## src/rtl/regfile_ctrl_pkg.sv

```systemverilog
// Shared types and constants for the register-file sequencing controller.
package regfile_ctrl_pkg;

    localparam int REG_W    = 5;
    localparam int ROB_W    = 4;
    localparam int DATA_W   = 32;
    localparam int CQ_DEPTH = 4;
    localparam int CQ_AW    = $clog2(CQ_DEPTH);

    typedef logic [REG_W-1:0]  reg_idx_t;
    typedef logic [ROB_W-1:0]  rob_tag_t;
    typedef logic [DATA_W-1:0] data_t;
    typedef logic [CQ_AW:0]    cq_cnt_t;

    typedef enum logic [1:0] {
        UPD_NONE   = 2'd0,
        UPD_COMMIT = 2'd1,
        UPD_CLEAR  = 2'd2
    } upd_op_e;

    typedef enum logic [1:0] {
        RUN   = 2'd0,
        WALK  = 2'd1,
        DRAIN = 2'd2
    } state_e;

    typedef struct packed {
        reg_idx_t rd;
        rob_tag_t tag;
        data_t    value;
    } cq_entry_t;

    localparam cq_cnt_t  CQ_FULL    = cq_cnt_t'(CQ_DEPTH);
    localparam reg_idx_t WALK_FIRST = reg_idx_t'(1);
    localparam reg_idx_t WALK_LAST  = '1;

endpackage

```

## src/rtl/regfile_ctrl_if.sv

```systemverilog
// Decoder/ROB/flush inputs and register-file port outputs of the controller.
interface regfile_ctrl_if;
    import regfile_ctrl_pkg::*;

    logic     dec_valid;
    logic     dec_ready;
    reg_idx_t dec_rd;
    rob_tag_t dec_tag;

    logic     rob_valid;
    logic     rob_ready;
    reg_idx_t rob_rd;
    rob_tag_t rob_tag;
    data_t    rob_value;

    logic     flush;

    logic     rf_ena;
    reg_idx_t rf_occ_reg;
    rob_tag_t rf_occ_tag;
    upd_op_e  rf_upd_op;
    reg_idx_t rf_upd_reg;
    rob_tag_t rf_upd_tag;
    data_t    rf_upd_value;
    logic     busy_flush;

    // Environment side: decoder, ROB and mispredict source.
    modport master (
        output dec_valid, dec_rd, dec_tag,
        output rob_valid, rob_rd, rob_tag, rob_value,
        output flush,
        input  dec_ready, rob_ready,
        input  rf_ena, rf_occ_reg, rf_occ_tag,
        input  rf_upd_op, rf_upd_reg, rf_upd_tag, rf_upd_value,
        input  busy_flush
    );

    // Controller side.
    modport slave (
        input  dec_valid, dec_rd, dec_tag,
        input  rob_valid, rob_rd, rob_tag, rob_value,
        input  flush,
        output dec_ready, rob_ready,
        output rf_ena, rf_occ_reg, rf_occ_tag,
        output rf_upd_op, rf_upd_reg, rf_upd_tag, rf_upd_value,
        output busy_flush
    );

endinterface

```

## src/rtl/regfile_ctrl_commit_queue.sv

```systemverilog
// Synchronous FIFO holding committed {rd, tag, value} while the update port is busy.
module regfile_ctrl_commit_queue
    import regfile_ctrl_pkg::*;
(
    input  logic      clk,
    input  logic      rst_n,
    input  logic      i_push,
    input  cq_entry_t i_din,
    input  logic      i_pop,
    output cq_entry_t o_head,
    output cq_cnt_t   o_count
);

    cq_entry_t          r_mem [CQ_DEPTH];
    logic [CQ_AW-1:0]   r_wr_ptr;
    logic [CQ_AW-1:0]   r_rd_ptr;
    cq_cnt_t            r_count;

    // Storage carries data only, so it is not reset.
    always_ff @(posedge clk) begin
        if (i_push) begin
            r_mem[r_wr_ptr] <= i_din;
        end
    end

    // Pointers wrap naturally at the power-of-two depth; count tracks occupancy.
    always_ff @(posedge clk or negedge rst_n) begin
        if (!rst_n) begin
            r_wr_ptr <= '0;
            r_rd_ptr <= '0;
            r_count  <= '0;
        end else begin
            if (i_push) r_wr_ptr <= r_wr_ptr + 1'b1;
            if (i_pop)  r_rd_ptr <= r_rd_ptr + 1'b1;
            case ({i_push, i_pop})
                2'b10:   r_count <= r_count + 1'b1;
                2'b01:   r_count <= r_count - 1'b1;
                default: r_count <= r_count;
            endcase
        end
    end

    assign o_head  = r_mem[r_rd_ptr];
    assign o_count = r_count;

endmodule

```

## src/rtl/regfile_ctrl.sv

```systemverilog
// Sequences renames, commits and post-mispredict busy-clear walks onto the
// register file's occupy and update ports.
module regfile_ctrl
    import regfile_ctrl_pkg::*;
(
    input  logic          clk,
    input  logic          rst_n,
    regfile_ctrl_if.slave bus
);

    state_e    r_state;
    reg_idx_t  r_idx;
    logic      r_ena;
    reg_idx_t  r_occ_reg;
    rob_tag_t  r_occ_tag;
    upd_op_e   r_upd_op;
    reg_idx_t  r_upd_reg;
    rob_tag_t  r_upd_tag;
    data_t     r_upd_value;

    logic      w_dec_fire;
    logic      w_rob_fire;
    logic      w_rob_keep;
    logic      w_bypass;
    logic      w_push;
    logic      w_pop;
    logic      w_drain_done;
    cq_entry_t w_rob_entry;
    cq_entry_t w_head;
    cq_cnt_t   w_count;

    // Renames are only taken in RUN so no pre-flush commit tag can alias a new rename.
    assign bus.dec_ready  = (r_state == RUN);
    // Ready comes from the registered count, so a full queue never sees push+pop.
    assign bus.rob_ready  = (w_count != CQ_FULL);
    assign bus.busy_flush = (r_state != RUN);

    assign w_dec_fire  = bus.dec_valid & bus.dec_ready;
    assign w_rob_fire  = bus.rob_valid & bus.rob_ready;
    assign w_rob_keep  = w_rob_fire & (bus.rob_rd != '0);
    assign w_rob_entry = '{rd: bus.rob_rd, tag: bus.rob_tag, value: bus.rob_value};
    // An empty queue in RUN lets the commit go straight to the port.
    assign w_bypass    = (r_state == RUN) & w_rob_keep & (w_count == '0);
    assign w_push      = w_rob_keep & ~w_bypass;
    assign w_pop       = (r_state != WALK) & (w_count != '0);
    // In DRAIN every non-empty cycle pops, so count <= 1 means empty after this edge.
    assign w_drain_done = (w_count <= cq_cnt_t'(1)) & ~w_rob_fire;

    regfile_ctrl_commit_queue u_cq (
        .clk     (clk),
        .rst_n   (rst_n),
        .i_push  (w_push),
        .i_din   (w_rob_entry),
        .i_pop   (w_pop),
        .o_head  (w_head),
        .o_count (w_count)
    );

    // Control FSM with registered occupy/update port outputs.
    always_ff @(posedge clk or negedge rst_n) begin
        if (!rst_n) begin
            r_state     <= RUN;
            r_idx       <= WALK_FIRST;
            r_ena       <= 1'b0;
            r_occ_reg   <= '0;
            r_occ_tag   <= '0;
            r_upd_op    <= UPD_NONE;
            r_upd_reg   <= '0;
            r_upd_tag   <= '0;
            r_upd_value <= '0;
        end else begin
            r_ena       <= 1'b0;
            r_occ_reg   <= '0;
            r_occ_tag   <= '0;
            r_upd_op    <= UPD_NONE;
            r_upd_reg   <= '0;
            r_upd_tag   <= '0;
            r_upd_value <= '0;

            if (w_pop) begin
                r_ena       <= 1'b1;
                r_upd_op    <= UPD_COMMIT;
                r_upd_reg   <= w_head.rd;
                r_upd_tag   <= w_head.tag;
                r_upd_value <= w_head.value;
            end else if (w_bypass) begin
                r_ena       <= 1'b1;
                r_upd_op    <= UPD_COMMIT;
                r_upd_reg   <= bus.rob_rd;
                r_upd_tag   <= bus.rob_tag;
                r_upd_value <= bus.rob_value;
            end

            if (w_dec_fire && (bus.dec_rd != '0)) begin
                r_ena     <= 1'b1;
                r_occ_reg <= bus.dec_rd;
                r_occ_tag <= bus.dec_tag;
            end

            case (r_state)
                RUN: begin
                    if (bus.flush) begin
                        r_state <= WALK;
                        r_idx   <= WALK_FIRST;
                    end
                end
                WALK: begin
                    r_ena     <= 1'b1;
                    r_upd_op  <= UPD_CLEAR;
                    r_upd_reg <= r_idx;
                    if (bus.flush) begin
                        r_idx <= WALK_FIRST;
                    end else if (r_idx == WALK_LAST) begin
                        r_state <= DRAIN;
                        r_idx   <= WALK_FIRST;
                    end else begin
                        r_idx <= r_idx + 1'b1;
                    end
                end
                DRAIN: begin
                    if (bus.flush) begin
                        r_state <= WALK;
                        r_idx   <= WALK_FIRST;
                    end else if (w_drain_done) begin
                        r_state <= RUN;
                    end
                end
                default: begin
                    r_state <= RUN;
                    r_idx   <= WALK_FIRST;
                end
            endcase
        end
    end

    assign bus.rf_ena       = r_ena;
    assign bus.rf_occ_reg   = r_occ_reg;
    assign bus.rf_occ_tag   = r_occ_tag;
    assign bus.rf_upd_op    = r_upd_op;
    assign bus.rf_upd_reg   = r_upd_reg;
    assign bus.rf_upd_tag   = r_upd_tag;
    assign bus.rf_upd_value = r_upd_value;

endmodule
```

## src/flat_wrapper.sv

```systemverilog
// flat-port wrapper written by rule: the top's interface ports become plain ports
module regfile_ctrl_flat import regfile_ctrl_pkg::*;
  (clk, rst_n, bus_dec_valid, bus_dec_rd, bus_dec_tag, bus_rob_valid, bus_rob_rd, bus_rob_tag, bus_rob_value, bus_flush, bus_dec_ready, bus_rob_ready, bus_rf_ena, bus_rf_occ_reg, bus_rf_occ_tag, bus_rf_upd_op, bus_rf_upd_reg, bus_rf_upd_tag, bus_rf_upd_value, bus_busy_flush);
  regfile_ctrl_if bus_i ();
  input  logic clk;
  input  logic rst_n;
  input wire logic [$bits(bus_i.dec_valid)-1:0] bus_dec_valid;
  input wire logic [$bits(bus_i.dec_rd)-1:0] bus_dec_rd;
  input wire logic [$bits(bus_i.dec_tag)-1:0] bus_dec_tag;
  input wire logic [$bits(bus_i.rob_valid)-1:0] bus_rob_valid;
  input wire logic [$bits(bus_i.rob_rd)-1:0] bus_rob_rd;
  input wire logic [$bits(bus_i.rob_tag)-1:0] bus_rob_tag;
  input wire logic [$bits(bus_i.rob_value)-1:0] bus_rob_value;
  input wire logic [$bits(bus_i.flush)-1:0] bus_flush;
  output wire logic [$bits(bus_i.dec_ready)-1:0] bus_dec_ready;
  output wire logic [$bits(bus_i.rob_ready)-1:0] bus_rob_ready;
  output wire logic [$bits(bus_i.rf_ena)-1:0] bus_rf_ena;
  output wire logic [$bits(bus_i.rf_occ_reg)-1:0] bus_rf_occ_reg;
  output wire logic [$bits(bus_i.rf_occ_tag)-1:0] bus_rf_occ_tag;
  output wire logic [$bits(bus_i.rf_upd_op)-1:0] bus_rf_upd_op;
  output wire logic [$bits(bus_i.rf_upd_reg)-1:0] bus_rf_upd_reg;
  output wire logic [$bits(bus_i.rf_upd_tag)-1:0] bus_rf_upd_tag;
  output wire logic [$bits(bus_i.rf_upd_value)-1:0] bus_rf_upd_value;
  output wire logic [$bits(bus_i.busy_flush)-1:0] bus_busy_flush;
  assign bus_i.dec_valid = bus_dec_valid;
  assign bus_i.dec_rd = bus_dec_rd;
  assign bus_i.dec_tag = bus_dec_tag;
  assign bus_i.rob_valid = bus_rob_valid;
  assign bus_i.rob_rd = bus_rob_rd;
  assign bus_i.rob_tag = bus_rob_tag;
  assign bus_i.rob_value = bus_rob_value;
  assign bus_i.flush = bus_flush;
  assign bus_dec_ready = bus_i.dec_ready;
  assign bus_rob_ready = bus_i.rob_ready;
  assign bus_rf_ena = bus_i.rf_ena;
  assign bus_rf_occ_reg = bus_i.rf_occ_reg;
  assign bus_rf_occ_tag = bus_i.rf_occ_tag;
  assign bus_rf_upd_op = bus_i.rf_upd_op;
  assign bus_rf_upd_reg = bus_i.rf_upd_reg;
  assign bus_rf_upd_tag = bus_i.rf_upd_tag;
  assign bus_rf_upd_value = bus_i.rf_upd_value;
  assign bus_busy_flush = bus_i.busy_flush;
  regfile_ctrl u_core (.clk(clk), .rst_n(rst_n), .bus(bus_i));
endmodule
```

## config.mk

```make
export PLATFORM = sky130hd
export DESIGN_NAME = regfile_ctrl_flat
export DESIGN_NICKNAME = d
export VERILOG_FILES = /design/src/rtl/regfile_ctrl_pkg.sv /design/src/rtl/regfile_ctrl_if.sv /design/src/rtl/regfile_ctrl_commit_queue.sv /design/src/rtl/regfile_ctrl.sv /design/src/flat_wrapper.sv
export SDC_FILE = /design/constraint.sdc
export NUM_CORES = 1
export LEC_CHECK = 0
export BUFFER_PORTS_ARGS = -buffer_cell sky130_fd_sc_hd__buf_2
export CORE_ASPECT_RATIO = 0.5
export CORE_UTILIZATION = 54
export DETAILED_ROUTE_END_ITERATION = 10
export GPL_TIMING_DRIVEN = 0
export PLACE_DENSITY = 0.83
export RECOVER_POWER = 50
export REMOVE_ABC_BUFFERS = 1
export SYNTH_ARGS = -nofsm -noshare
export SYNTH_HDL_FRONTEND = slang
export SYNTH_HIERARCHICAL = 1
export SYNTH_SLANG_ARGS = --single-unit
```

## constraint.sdc

```tcl
create_clock -name clk -period 4.3 [get_ports clk]
set_input_delay 0.43 -clock clk [delete_from_list [all_inputs] [get_ports clk]]
set_output_delay 0.43 -clock clk [all_outputs]
set_load 0.05 [all_outputs]
```

======== Word level (Yosys, flattened, before mapping) ========
Memories as Yosys holds them, arrays and structs flattened.
Cells that the tools add are included.
word-level totals
  register bits ........................... 67
  bits in writable memories ............... 164
  bits of input ports ..................... 55
  output and inout bits ................... 56
  logic and storage cells ................. 80
  memories ................................ 1
memory list
  name               words  bits a word  rd ports  clocked after memory_dff  wr ports  RTL line                         RTL
  u_core.u_cq.r_mem  4      41           1         0                         1         regfile_ctrl_commit_queue.sv:14  cq_entry_t r_mem [CQ_DEPTH];
operators by class
  $add $sub $neg .......................... 5
  magnitude comparators ................... 1
  equality and inequality tests ........... 12
  muxes and demuxes ....................... 29
  bitwise operators ....................... 10
  reduce and logical (&&, ||, !) cells .... 10
operators by type and width
  cell                 count
  $mux 32              2
  $mux 5               7
  $mux 2               7
  $mux 4               3
  $pmux 5 s2           1
  $reduce_bool 5->1    2
  $and 1x1->1          8
  $mux 1               7
  $ne 2x1->1 const B   3
  $pmux 2 s3           1
  $pmux 3 s2           1
  $add 5x1->5 const B  1
  $eq 5x5->1 const B   1
  $add 2x1->2 const B  2
  $eq 2x1->1 const B   2
  $eq 2x2->1 const B   2
  $ne 2x2->1 const B   2
  $reduce_and 4->1     1
  $reduce_bool 2->1    2
  $add 3x1->3 const B  1
  $le 3x1->1 const B   1
  $logic_not 3->1      1
  $ne 3x2->1 const B   1
  $ne 3x3->1 const B   1
  other kinds (6)      7

======== Logic depth before layout (Yosys ltp) ========
  depth after elaboration ................. 9
  gate-level depth with buffers ........... 13
  mapped depth without buffers ............ 10

======== Cells and area by module ========
Netlist, hierarchy kept.
modules (own cells, without submodules)
  module                     instances  cells an instance  area an instance (um^2)  sequential area each (um^2)
  regfile_ctrl_commit_queue  1          249                6358.6                   5099.9
  regfile_ctrl               1          188                2441.1                   1502.7

======== Least setup slack after synthesis ========
No wires, ideal clock.
  path type ............................... reg2reg
  from .................................... register u_core.u_cq.r_count[2] (netlist: u_core/u_cq/o_count[2])
  to ...................................... memory u_core/u_cq/r_mem[0][0] in the netlist's numbering (enable)
  library setup time ...................... 402 ps
  arrival time ............................ 2394 ps
  data required time ...................... 3898 ps
  path slack .............................. 1503 ps
  stages on the path, launching flop included .. 8
  path buffers ............................ 3
  clock period less this slack ............ 2797 ps
  path through ............................ dfrtp_1 -> or3_1 -> clkbuf_1 -> nor3_2 -> buf_4 -> buf_4 -> nor2_1 -> and2_1
between the ends
  cells in the longest elaborated chain, start to end .. 9
  elaborated cells on any way between the ends .. 10
  those cells by class .................... eq/ne: 1; mux: 2; bitwise: 6; reduce/logical: 1
ends and longest elaborated chain
  item                              RTL line                         RTL
  start, declared                   regfile_ctrl_commit_queue.sv:17  cq_cnt_t r_count;
  start signal, assigned            regfile_ctrl_commit_queue.sv:36  2'b10: r_count <= r_count + 1'b1;
  start signal, assigned            regfile_ctrl_commit_queue.sv:37  2'b01: r_count <= r_count - 1'b1;
  start signal, assigned            regfile_ctrl_commit_queue.sv:38  default: r_count <= r_count;
  $ne 3x3->1                        regfile_ctrl.sv:35               assign bus.rob_ready = (w_count != CQ_FULL);
  $and 1x1->1                       regfile_ctrl.sv:39               assign w_rob_fire = bus.rob_valid & bus.rob_ready;
  $and 1x1->1                       regfile_ctrl.sv:40               assign w_rob_keep = w_rob_fire & (bus.rob_rd != '0);
  $and 1x1->1 (2 in series)         regfile_ctrl.sv:43               assign w_bypass = (r_state == RUN) & w_rob_keep & (w_count == '0);
  $not 1->1                         regfile_ctrl.sv:44               assign w_push = w_rob_keep & ~w_bypass;
  $and 1x1->1 (*)                   regfile_ctrl.sv:44
  via u_core.w_push                 regfile_ctrl.sv:25               logic w_push;
  $mux 1 (*)                        regfile_ctrl_commit_queue.sv:21  if (i_push) begin
  $mux 1 (not written as such) (*)  regfile_ctrl_commit_queue.sv:22  r_mem[r_wr_ptr] <= i_din;
  end, declared                     regfile_ctrl_commit_queue.sv:14
The timed path passes the listed nets; every way through them passes the cells marked *.

======== Worst setup path in the final report ========
  from .................................... register u_core.u_cq.r_count[2] (netlist: u_core/u_cq/o_count[2])
  to ...................................... register u_core.u_cq.r_count[2] (netlist: u_core/u_cq/o_count[2])
between the ends
  cells in the longest elaborated chain, start to end .. 9
  elaborated cells on any way between the ends .. 16
  those cells by class .................... add/sub: 2; eq/ne: 3; mux: 1; bitwise: 7; reduce/logical: 3
ends and longest elaborated chain
  item                                             RTL line                         RTL
  $ne 3x3->1                                       regfile_ctrl.sv:35
  $and 1x1->1                                      regfile_ctrl.sv:39
  $and 1x1->1                                      regfile_ctrl.sv:40
  $and 1x1->1 (2 in series)                        regfile_ctrl.sv:43
  $not 1->1                                        regfile_ctrl.sv:44
  $and 1x1->1 (*)                                  regfile_ctrl.sv:44
  via u_core.w_push                                regfile_ctrl.sv:25
  $eq 2x1->1 or $eq 2x2->1 (tied branches)         regfile_ctrl_commit_queue.sv:35  case ({i_push, i_pop})
  $pmux 3 s2 or $reduce_bool 2->1 (tied branches)  -
Marks and branches as above.
A chain may end at the register's enable or synchronous reset.

==> results_dict.tcl <==
set metrics [dict create \
    worst_slew_pin_slew_ps 2188 \
    yosys.area.top_type "edfxtp_1" \
    post_cts_buffers 0 \
    status "finished, violations left" \
    cp-end-kind "flip-flop" \
    grt_usage 0.2166 \
    hold_viol_final 0 \
    r2r_start "u_core/u_cq/o_count[2]" \
    rows 32 \
    slew_viol_final 38 \
    drcViolationCount 0 \
    core-area_sq_um 15660 \
    io_buffers 110 \
    post-route-min-period_ps 3377 \
    clk_latency_ps 500 \
    start_util 0.5621 \
    min_from "bus_dec_tag[0]" \
    syn_inst 437 \
    grt_max_degree 44 \
    cp_max_fo 15 \
    syn_area_sq_um 8800 \
    die_y_um 92.27 \
    wire_per_inst_um 22.26 \
    cp_slowest_cell "nor3_4" \
    reg2reg_depth 11 \
    final.setup.tns_ps 0 \
    dp.final_hpwl_um 10600 \
    netlist_top_cells_count "164 x edfxtp_1, 66 x dfrtp_1, 38 x mux4_2, 36 x a32o_1, 10 x buf_2" \
    cts_root_buf "clkbuf_16" \
    synth.avg_cell_area_sq_um 20.14 \
    r2r_slack_ps 920 \
    largest_register_ffs 164 \
    htree_levels 1 \
    crit_buf_inv 3 \
    num_vias 4668 \
    synth_warnings 6 \
    regArea_sq_um 6608 \
    cts_tree "built" \
    finalSetupViolations 0 \
    grt_pass1_vias 4820 \
    p_leak_uw 0.003760 \
    top_register "u_core/u_cq/r_mem" \
    rsz0062_at_grt "no" \
    grt-ovfl-total 0 \
    worstPathRequired_ps 4710 \
    crit_type "flip-flop to flip-flop" \
    fp.dieW_um 182.5 \
    finalNonFillerCells 788 \
    viasPerCell 5.924 \
    yosysMostFrequentCell "edfxtp_1" \
    grt_pass1_wl_um 27190 \
    ir_drop_mv 0.2861 \
    drive_gt1_frac 0.2310 \
    cts_buffers 20 \
    multi_input_area_sq_um 1966 \
    pwr_density_cell_nw_per_um2 546.9 \
    violations "max-capacitance violations, max-slew violations" \
    die_area_sq_um 16840 \
    ys_seq_area_frac 0.7503 \
    slew_headroom -0.4587 \
    nNetsFinal 616 \
    clockBufferDepth 3 \
    ys_types 45 \
    cap_violations 1 \
    fin_skew_ps 18.17 \
    dr.pass1.iters 4 \
    r2r_end "u_core/u_cq/o_count[2]" \
    crit_path_start_kind "flip-flop" \
    fmax_ghz 0.2961 \
    ys_ff_latch 231 \
    area_growth_pct 16.52 \
    path_delay_family "simple AND/OR/NAND/NOR gates" \
    cts.sinks 231 \
    hp-class "input port to flip-flop" \
    globalplace.congestion 0.8804 \
    crit_chain "or3_1, nor3_4, buf_16, nor2_1, inv_1, ha_1, inv_1, fa_1, xor2_1, nor2_1, xor2_1" \
    synth_top_area_frac 0.5596 \
    drt_iter0_markers 455 \
    holdPathStages 2 \
    placed_cells 751 \
    clk_pin_slew_worst_paths_ps 60 \
    max_stage_delay_ps 750 \
    min_period_over_period 0.7854 \
    hold_end "u_core/bus.rf_occ_tag[0]" \
    io_pins 111 \
    synth_area_leaders "edfxtp_1 56%, dfrtp_1 19%, mux4_2 9.7%" \
    fill_cells 1065 \
    worstPathArrival_ps 3790 \
    drtAntennaViolNets 0 \
    antenna_found_initial 0 \
    drt-total-wl_um 17540 \
    synthArstFlopShare 0.2900 \
    synth_edf_count 164 \
    ys.flop_type "edfxtp_1" \
    num_antenna_cells 0 \
]
[cells by family after synthesis]
logic type,count (synthesis),share of synthesized area
AO/OA/AOI/OAI,63,0.06143
flip-flops,231,0.7503
adder cells (fa/ha/maj),8,0.01223
XOR/XNOR,6,0.005972
buffers and inverters,36,0.02844
AND/OR/NAND/NOR,51,0.03427
multiplexers,42,0.1074
[worst max path at each step]
stage / from / end / slack, ps / depth (start not counted)
after global placement: u_core/u_cq/o_count[2] / u_core/u_cq/r_mem[0][11] / -1230 / 4
final: u_core/u_cq/o_count[2] / u_core/u_cq/o_count[2] / 920 / 11
after floorplan: u_core/u_cq/o_count[2] / u_core/u_cq/o_count[2] / 780 / 10
after detailed placement: u_core/u_cq/o_count[2] / u_core/u_cq/o_count[2] / 960 / 11
after CTS: u_core/u_cq/o_count[2] / u_core/u_cq/o_count[2] / 900 / 11
after global routing: u_core/u_cq/o_count[2] / u_core/u_cq/o_count[2] / 770 / 11
[report_power, final]
part | switching (uW) | leakage, uW | internal (uW)
Combinational | 464 | 0.00104 | 400
Clock | 762 | 0.000323 | 1040
Sequential | 186 | 0.00240 | 2760
Total | 1410 | 0.00376 | 4200
[repair_timing]
action | in CTS | in global routing
hold buffers | 1 | 0
hold endpoints to repair | 36 | 0
gates resized for setup | 0 | 0
[cell type report]
class                      count  share of cell area
sequential                   231              0.6444
multi-input combinational    170              0.1917
timing repair buffer         121             0.06894
clock buffer                  28             0.05467
tap                          221             0.02697
clock inverter                 8             0.01001
inverter                       9            0.003295
[stage by stage]
stage / power (uW) / hold slack, ps / setup slack [ps] / utilization / area, sq um
after floorplan: 3494 / 134.4 / 783.6 / - / 8583
after global placement: 3760 / 511.7 / -1232 / 0.6011 / 9410
after detailed placement: 3857 / 447.1 / 957.4 / 0.6176 / 9669
after CTS: 5661 / 140.1 / 903.9 / 0.6606 / 10340
after global routing: 5809 / 147.0 / 765.5 / 0.6550 / 10250
final: 5608 / 152.2 / 923.0 / 0.6550 / 10250
[worst register-to-register path, stage by stage, from the launching register on]
cell	delay [ps]
dfrtp_1	440
or3_1	520
nor3_4	750
buf_16	230
nor2_1	160
inv_1	120
ha_1	180
inv_1	60
fa_1	370
xor2_1	170
nor2_1	140
xor2_1	160
[layer usage]
metal / global-route usage / routed length (um) / vias up
met3: 0.03574 / 1121 / 34
li1: - / - / 2011
met5: 0 / 0 / -
met1: 0.2995 / 7154 / 2446
met4: 0.06162 / 408 / 0
met2: 0.3607 / 8856 / 177
[cells in the final DEF (no fill, tap or decap), types with 2 or more instances in the layout]
| cell type | count |
|---|---|
| bufinv_16 | 2 |
| mux4_2 | 38 |
| nor2_1 | 8 |
| buf_2 | 41 |
| and3_1 | 7 |
| nand2_1 | 4 |
| or4_1 | 2 |
| and2_2 | 4 |
| mux4_1 | 3 |
| clkbuf_8 | 3 |
| o31ai_1 | 2 |
| edfxtp_1 | 164 |
| xor2_1 | 4 |
| clkbuf_1 | 74 |
| a32o_1 | 36 |
| nand3_1 | 6 |
| buf_12 | 4 |
| nand2b_1 | 2 |
| a31oi_1 | 5 |
| clkbuf_16 | 20 |
| inv_1 | 9 |
| buf_16 | 5 |
| clkinv_2 | 3 |
| dfrtp_1 | 64 |
| a21oi_1 | 5 |
| xnor2_1 | 2 |
| o21ai_0 | 6 |
| and2_1 | 4 |
| ha_1 | 7 |
| nor2b_1 | 2 |
| and3b_1 | 5 |
No activity file was read; power rests on OpenSTA's default activity.
